$ cat src/rtl/cmp_result_debouncer_if.sv
// Bundle of comparator flags in and committed decision out for cmp_result_debouncer.
// The bench or the upstream block drives the master side; the debouncer is the slave.
interface cmp_result_debouncer_if #(
  parameter int CNT_W = 8
);
  logic             clr;
  logic             in_valid;
  logic             a_gt_b;
  logic             a_eq_b;
  logic             a_lt_b;
  logic             out_valid;
  logic             gt_q;
  logic             eq_q;
  logic             lt_q;
  logic             change_pulse;
  logic [CNT_W-1:0] change_count;
  logic             err;

  modport master (
    output clr, in_valid, a_gt_b, a_eq_b, a_lt_b,
    input  out_valid, gt_q, eq_q, lt_q, change_pulse, change_count, err
  );

  modport slave (
    input  clr, in_valid, a_gt_b, a_eq_b, a_lt_b,
    output out_valid, gt_q, eq_q, lt_q, change_pulse, change_count, err
  );
endinterface

$ cat src/rtl/cmp_result_debouncer.sv
// Debounces one-hot comparator flags: commits a result after STABLE_CNT identical
// valid samples, pulses and counts committed changes, and flags illegal patterns.
module cmp_result_debouncer #(
  parameter int STABLE_CNT = 4,
  parameter int CNT_W      = 8
) (
  input  logic                  clk,
  input  logic                  rst,
  cmp_result_debouncer_if.slave bus
);
  localparam int               RUN_W   = $clog2(STABLE_CNT + 1);
  localparam logic [RUN_W-1:0] RUN_MAX = RUN_W'(STABLE_CNT);
  localparam logic [CNT_W-1:0] CNT_MAX = {CNT_W{1'b1}};

  typedef enum logic {IDLE = 1'b0, STABLE = 1'b1} state_t;

  state_t           state, state_nxt;
  logic [2:0]       cand_p0;
  logic [RUN_W-1:0] run_p0;
  logic [2:0]       res_p0;
  logic             pulse_p0;
  logic             err_p0;
  logic [CNT_W-1:0] count_p0;

  logic [2:0]       sample;
  logic             onehot;
  logic             accept;
  logic             illegal;
  logic [RUN_W-1:0] run_nxt;
  logic             commit;
  logic             change;

  function automatic logic [RUN_W-1:0] run_sat_inc(input logic [RUN_W-1:0] r);
    return (r == RUN_MAX) ? r : r + 1'b1;
  endfunction

  function automatic logic [CNT_W-1:0] count_sat_inc(input logic [CNT_W-1:0] c);
    return (c == CNT_MAX) ? c : c + 1'b1;
  endfunction

  assign sample  = {bus.a_gt_b, bus.a_eq_b, bus.a_lt_b};
  assign onehot  = (sample == 3'b100) || (sample == 3'b010) || (sample == 3'b001);
  assign accept  = bus.in_valid & onehot;
  assign illegal = bus.in_valid & ~onehot;
  // A "none" candidate (3'b000) never matches a legal sample, so a new run starts at 1.
  assign run_nxt = (sample == cand_p0) ? run_sat_inc(run_p0) : RUN_W'(1);
  assign commit  = accept && (run_nxt == RUN_MAX) && ((state == IDLE) || (sample != res_p0));
  assign change  = commit && (state == STABLE);

  // Stage p0: run tracking, committed result and event registers
  always_ff @(posedge clk or posedge rst) begin
    if (rst) begin
      cand_p0  <= '0;
      run_p0   <= '0;
      res_p0   <= '0;
      pulse_p0 <= 1'b0;
      err_p0   <= 1'b0;
      count_p0 <= '0;
    end else if (bus.clr) begin
      cand_p0  <= '0;
      run_p0   <= '0;
      res_p0   <= '0;
      pulse_p0 <= 1'b0;
      err_p0   <= 1'b0;
      count_p0 <= '0;
    end else begin
      pulse_p0 <= change;
      err_p0   <= illegal;
      if (illegal) begin
        cand_p0 <= '0;
        run_p0  <= '0;
      end else if (accept) begin
        cand_p0 <= sample;
        run_p0  <= run_nxt;
      end
      if (commit) res_p0 <= sample;
      if (change) count_p0 <= count_sat_inc(count_p0);
    end
  end

  always_ff @(posedge clk or posedge rst) begin
    if (rst) state <= IDLE;
    else     state <= state_nxt;
  end

  always_comb begin
    state_nxt = state;
    if (bus.clr)     state_nxt = IDLE;
    else if (commit) state_nxt = STABLE;
  end

  always_comb begin
    bus.out_valid    = (state == STABLE);
    bus.gt_q         = res_p0[2] & (state == STABLE);
    bus.eq_q         = res_p0[1] & (state == STABLE);
    bus.lt_q         = res_p0[0] & (state == STABLE);
    bus.change_pulse = pulse_p0;
    bus.change_count = count_p0;
    bus.err          = err_p0;
  end
endmodule

$ cat src/flat_wrapper.sv
// flat-port wrapper written by rule: the top's interface ports become plain ports
module cmp_result_debouncer_flat 
#(
  parameter int STABLE_CNT = 4,
  parameter int CNT_W      = 8
)
  (clk, rst, bus_clr, bus_in_valid, bus_a_gt_b, bus_a_eq_b, bus_a_lt_b, bus_out_valid, bus_gt_q, bus_eq_q, bus_lt_q, bus_change_pulse, bus_change_count, bus_err);
  cmp_result_debouncer_if #(.CNT_W(CNT_W)) bus_i ();
  input  logic clk;
  input  logic rst;
  input wire logic [$bits(bus_i.clr)-1:0] bus_clr;
  input wire logic [$bits(bus_i.in_valid)-1:0] bus_in_valid;
  input wire logic [$bits(bus_i.a_gt_b)-1:0] bus_a_gt_b;
  input wire logic [$bits(bus_i.a_eq_b)-1:0] bus_a_eq_b;
  input wire logic [$bits(bus_i.a_lt_b)-1:0] bus_a_lt_b;
  output wire logic [$bits(bus_i.out_valid)-1:0] bus_out_valid;
  output wire logic [$bits(bus_i.gt_q)-1:0] bus_gt_q;
  output wire logic [$bits(bus_i.eq_q)-1:0] bus_eq_q;
  output wire logic [$bits(bus_i.lt_q)-1:0] bus_lt_q;
  output wire logic [$bits(bus_i.change_pulse)-1:0] bus_change_pulse;
  output wire logic [$bits(bus_i.change_count)-1:0] bus_change_count;
  output wire logic [$bits(bus_i.err)-1:0] bus_err;
  assign bus_i.clr = bus_clr;
  assign bus_i.in_valid = bus_in_valid;
  assign bus_i.a_gt_b = bus_a_gt_b;
  assign bus_i.a_eq_b = bus_a_eq_b;
  assign bus_i.a_lt_b = bus_a_lt_b;
  assign bus_out_valid = bus_i.out_valid;
  assign bus_gt_q = bus_i.gt_q;
  assign bus_eq_q = bus_i.eq_q;
  assign bus_lt_q = bus_i.lt_q;
  assign bus_change_pulse = bus_i.change_pulse;
  assign bus_change_count = bus_i.change_count;
  assign bus_err = bus_i.err;
  cmp_result_debouncer #(.STABLE_CNT(STABLE_CNT), .CNT_W(CNT_W)) u_core (.clk(clk), .rst(rst), .bus(bus_i));
endmodule
$ cat config.mk
export PLATFORM = sky130hd
export DESIGN_NAME = cmp_result_debouncer_flat
export DESIGN_NICKNAME = d
export VERILOG_FILES = /design/src/rtl/cmp_result_debouncer_if.sv /design/src/rtl/cmp_result_debouncer.sv /design/src/flat_wrapper.sv
export SDC_FILE = /design/constraint.sdc
export NUM_CORES = 1
export LEC_CHECK = 0
export CELL_PAD_IN_SITES_DETAIL_PLACEMENT = 0
export CELL_PAD_IN_SITES_GLOBAL_PLACEMENT = 1
export CORE_MARGIN = 2
export CORE_UTILIZATION = 36
export CTS_CLUSTER_SIZE = 8
export DETAILED_ROUTE_END_ITERATION = 7
export PLACE_DENSITY_LB_ADDON = 0.3
export SLEW_MARGIN = 10
export SYNTH_ARGS = -nofsm -noshare
export SYNTH_HDL_FRONTEND = slang
export SYNTH_SLANG_ARGS = --single-unit
$ cat constraint.sdc
create_clock -name clk -period 2 [get_ports clk]
set_input_delay 0.6 -clock clk [delete_from_list [all_inputs] [get_ports clk]]
set_output_delay 0.6 -clock clk [all_outputs]
set_load 0.1 [all_outputs]
### Yosys cells after proc, flatten, opt, wreduce, memory -nomap -nowiden

Index checks and enable logic that the tools add are counted.

* reductions and logical operators: 10
* bitwise operators: 7
* shifts and indexed selects: 0
* add/subtract/negate cells: 2
* divide/modulo/power cells: 0
* equality and inequality tests: 9
* $mul: 0
* $lt $le $gt $ge: 0
* muxes and demuxes: 17

Operator list (count)
* 3-bit 2-to-1 mux: 10
* 8-bit 2-to-1 mux: 3
* 3-bit == test, second input constant: 3
* 8-bit by 1-bit adder with 8-bit output, second input constant: 1
* 8-bit == test, second input constant: 1
* 1-bit AND: 5
* 1-bit 2-to-1 mux: 4
* 2-bit nonzero test: 2
* 3-bit by 1-bit adder with 3-bit output, second input constant: 1
* 3-bit by 1-bit == test with 1-bit output, second input constant: 1
* 3-bit by 2-bit == test with 1-bit output, second input constant: 1
* 3-bit == test: 1
* 1-bit logical AND: 3
* 1-bit logical OR: 3
* 3-bit inequality test: 1
* 3-bit nonzero test: 1
* 2-bit inequality test, second input constant: 1
* 1-bit NOT: 2
* 2-bit AND reduction: 1

* register bits after elaboration: 20
* bits in writable memories: 0
* bits in read-only memories: 0
* output and inout port bits: 14
* memories: 0
* latch bits: 0
* bits of input ports: 7
* word-level logic and storage cells: 52

### Longest topological paths before layout

* depth after elaboration: 9
* mapped depth: 7
* gate-level depth less buffers: 7

### Worst setup path after synthesis

OpenSTA, ideal clock, no wires.

* path type: reg-to-output
* start: register u_core.state, in the netlist u_core.bus.out_valid
* end: output port bus_eq_q
* setup slack: -0.438 ns
* arrival time: 1.838 ns
* data required time: 1.400 ns
* cell stages (with the launch flop): 2
* path buffers: 0
* cell sequence: dfrtp_1 -> and2_1

* word-level cells in the longest chain between the ends: 1

RTL lines
* from (decl): RTL line cmp_result_debouncer.sv:17 `state_t state, state_nxt;`
* from (signal assigned): RTL line cmp_result_debouncer.sv:83 `else state <= state_nxt;`
* 1-bit AND: RTL line cmp_result_debouncer.sv:95 `bus.eq_q = res_p0[1] & (state == STABLE);`
* to (decl): RTL line flat_wrapper.sv:18 `output wire logic [$bits(bus_i.eq_q)-1:0] bus_eq_q;`

Every way passes these cells.

### Worst setup path in the final report

* start: input port bus_a_lt_b
* end: register u_core.count_p0[3], in the netlist u_core.bus.change_count[3]

* word-level cells in the longest chain between the ends: 9
* elaborated cells between the ends (all ways): 16

RTL lines
* from (decl): RTL line flat_wrapper.sv:15 `input wire logic [$bits(bus_i.a_lt_b)-1:0] bus_a_lt_b;`
* parallel branches: the longest is 5 deep, another holds 3-bit == test
* 1-bit logical AND *: RTL line cmp_result_debouncer.sv:47 `assign commit = accept && (run_nxt == RUN_MAX) && ((state == IDLE) || (sample != res_p0));`
* 1-bit logical AND *: RTL line cmp_result_debouncer.sv:48 `assign change = commit && (state == STABLE);`
* 2-bit nonzero test (no line) *
* 2-bit AND reduction (no line) *
* to (signal assigned): RTL line cmp_result_debouncer.sv:77 `if (change) count_p0 <= count_sat_inc(count_p0);`
* to (decl): RTL line cmp_result_debouncer.sv:23 `logic [CNT_W-1:0] count_p0;`

Mark *: on every way between the ends.
A chain may end at the register's enable or synchronous reset.

==> results.cfg <==
[run_status]
status = finished, final reports clean

[synthesis]
synth_compound_area_share_pct = 18.90
synth_async_sr_flop_share_pct = 100.0
synth-seq-area-share_pct = 39.37
synth_largest_area_cell = dfrtp_1
synth.top_cell.area_share_pct = 39.37
ys_ff_latch = 20
syn_nets = 144
synthCells = 134
synth-warning-count = 0
synth_ff_type = dfrtp_1
synth_area_mm2 = 0.001271
synth_top_family_by_area = simple AND/OR/NAND/NOR gates
synthMuxAreaShare_pct = 1.673
synthSimpleGateAreaFrac_pct = 28.64
synth_xor_area_share_pct = 4.134
synth_fa_ha_area_share_pct = 2.953
syn_area_per_cell_um2 = 9.487
synth-edff-count = 0
synthDistinctLibCells = 43
synth.area.top_cells = dfrtp_1 39%, a21oi_1 3.5%, a31oi_1 3.0%

[finish]
final_util_pct = 59.26
area_growth_pct = 56.79
drive_gt1_share_pct = 42.37
antennaDiodeCount = 0
layout.nets = 188
fillers = 319

[clocking]
clk_latency_ps = 300
path_clk_slew_ps = 120
holdBufCountCts = 0
clockRootBuffer = clkbuf_4
cts_sinks = 20
clk_path_buf_depth = 2
cts_tree = built
htreeDepth = 1
numCtsBuffers = 3

[detailed_routing]
vias_per_cell = 5.381
drc_errors = 0
routed_wl_um = 3474
drt-pass1-iter-count = 4
drtAntennaViolNets = 0
drtIter0Drc = 77
wl_per_cell_um = 15.58
vias = 1200

[place]
gp_congestion = 0.8239
io_buffer_count = 20
dpl_worst_slack_ps = -565.7
place_hpwl_um = 2441

[setup_path]
start_kind = input pin
cp-startpoint = bus_a_lt_b
cp.required_ps = 2200
critPathCaptureType = flop
worstSetupPathType = input pin to flop
path_max_fanout = 8
r2r-start = u_core.run_p0[1]
cp.arrival_ps = 2130

[power_and_ir_drop]
netSwitchingPower_mw = 0.2103
leakage_nw = 0.7896
p_comb_share_pct = 16.7
power_density_mw_per_mm2 = 396.6
ir_drop_mv = 0.2657
swShare_pct = 26.61
p_int_mw = 0.5802
p_clk_share_pct = 30.8
p_seq_share_pct = 52.5

[timing]
hold_viol = 0
relSlewSlack_pct = 76.38
max_freq_mhz = 516.7
setup_ws_ps = 64.65
fin_crit_sh_pct = 96.77
max_slew.worst_pin.slew_ps = 353.1
fin_skew_ps = 5.795
report.final.slew_viol_count = 0
rsz0062_at_grt = yes
min_period_ps = 1935
finalSetupViolCount = 0

[global_routing]
first_global_vias = 1226
grt_overflow = 0
grtUsageTotal_pct = 18.21
antenna_found_initial = 0
grt_pass1_wl_um = 5851
grt_max_degree = 21

[job]
drv_cap = 0

[min_path]
hold_class = flop to flop
min_from = u_core.res_p0[2]

[die]
coreArea_mm2 = 0.003363
die_area_mm2 = 0.004023
rows = 21
pin_count = 21
die_x_um = 63.43
start_util_pct = 37.80
die_h_um = 63.43
## kinds of logic after synthesis
group | after synthesis
AND/OR/NAND/NOR | 59
AO/OA/AOI/OAI | 33
flip-flops | 20
buffers and inverters | 11
XOR/XNOR | 6
adder cells (fa/ha/maj) | 3
multiplexers | 2
## power groups by stage
stage | sequential, mW | clock (mW) | combinational [mW]
4_1_cts | 0.414 | 0.252 | 0.125
3_3_place_gp | 0.421 | 0 | 0.118
2_1_floorplan | 0.430 | 0 | 0.0599
6_report | 0.415 | 0.243 | 0.132
3_5_place_dp | 0.422 | 0 | 0.119
5_1_grt | 0.416 | 0.270 | 0.143
## worst max-delay path, cell delays in order
cell	delay, ps
clkdlybuf4s15_1	230
or2_4	250
o41a_1	440
buf_4	190
o31ai_1	320
a21oi_2	100
## sequential cells by signal (all words and copies together), names as in the netlist
signal                   cells
u_core.bus.change_count      8
u_core.cand_p0               3
u_core.res_p0                3
u_core.run_p0                3
u_core.bus.change_pulse      1
u_core.bus.err               1
u_core.bus.out_valid         1
## cells in the mapped netlist (2+ instances only)
cell type   n
dfrtp_1    20
a21oi_1     9
nand2_1     9
nor2_1      8
a31oi_1     6
and2_1      5
nand3_1     5
nand4_1     5
nor2b_1     5
a211oi_1    4
o21ai_0     4
o31ai_1     4
or4_1       4
xnor2_1     4
and3_1      3
clkbuf_1    3
ha_1        3
inv_1       3
and4_1      2
buf_2       2
nand2b_1    2
nand3b_1    2
xor2_1      2
## cells in the final DEF, fill, tap and decap left out, types with 3 or more instances in the layout
cell type        netlist  final
buf_4                  1     24
buf_12                 0     14
dfrtp_1               20     13
nand2_1                9      8
nor2_1                 8      8
a21oi_1                9      7
dfrtp_2                0      7
a31oi_1                6      6
nand3_1                5      5
nand4_1                5      5
xnor2_1                4      4
o31ai_1                4      4
a211oi_1               4      4
o21ai_0                4      4
nor2b_1                5      4
or4_1                  4      3
and2_2                 0      3
clkbuf_4               0      3
clkdlybuf4s50_1        0      3
buf_6                  1      3
## stage by stage
| stage | TNS, ps | total power [mW] | hold WS (ps) | area, um2 | cells |
|---|---|---|---|---|---|
| finish | 0 | 0.7905 | 586.7 | 1993 | 223 |
| global placement | -5808 | 0.5389 | 569.7 | 1815 | 215 |
| CTS | 0 | 0.7904 | 588.7 | 1928 | 222 |
| floorplan | -40.92 | 0.4894 | 544.2 | 1290 | 134 |
| global route | -24.96 | 0.8290 | 619.2 | 1993 | 223 |
| detailed placement | -6676 | 0.5409 | 572.3 | 1815 | 215 |
## final cells by class
cell class / instances / area (um2) / share of cell area [%]
Tap cell: 46 / 57.56 / 2.888
Multi-Input combinational cell: 103 / 827.0 / 41.49
Inverter: 3 / 11.26 / 0.5650
Timing Repair Buffer: 47 / 551.8 / 27.68
Clock buffer: 4 / 36.28 / 1.820
Sequential cell: 20 / 509.2 / 25.55
## final timing paths
kind                                               to  slack, ps  cells past startpoint
min in group asynchronous  u_core.bus.change_count[5]        610                      3
min                                  u_core.res_p0[2]        590                      2
max                        u_core.bus.change_count[3]         60                      6
max in group asynchronous        u_core.bus.out_valid       1150                      3
min reg2reg                          u_core.res_p0[2]        590                      2
max reg2reg                u_core.bus.change_count[4]         70                      7
## per-layer routing
| metal | share of wire [%] | global-route usage [%] | up-vias |
|---|---|---|---|
| met5 | 0 | 0 | - |
| met4 | 1.7 | 6.793 | 0 |
| met3 | 3.7 | 2.500 | 7 |
| met2 | 53 | 31.58 | 21 |
| met1 | 42 | 22.90 | 586 |
| li1 | - | - | 586 |
## what timing repair did
item / CTS / global route
gates resized for setup: 11 / 16
pin swaps: 10 / 8
setup endpoints to repair: 12 / 10
buffers inserted: 3 / 1
Power figures use the tool's default switching activity.
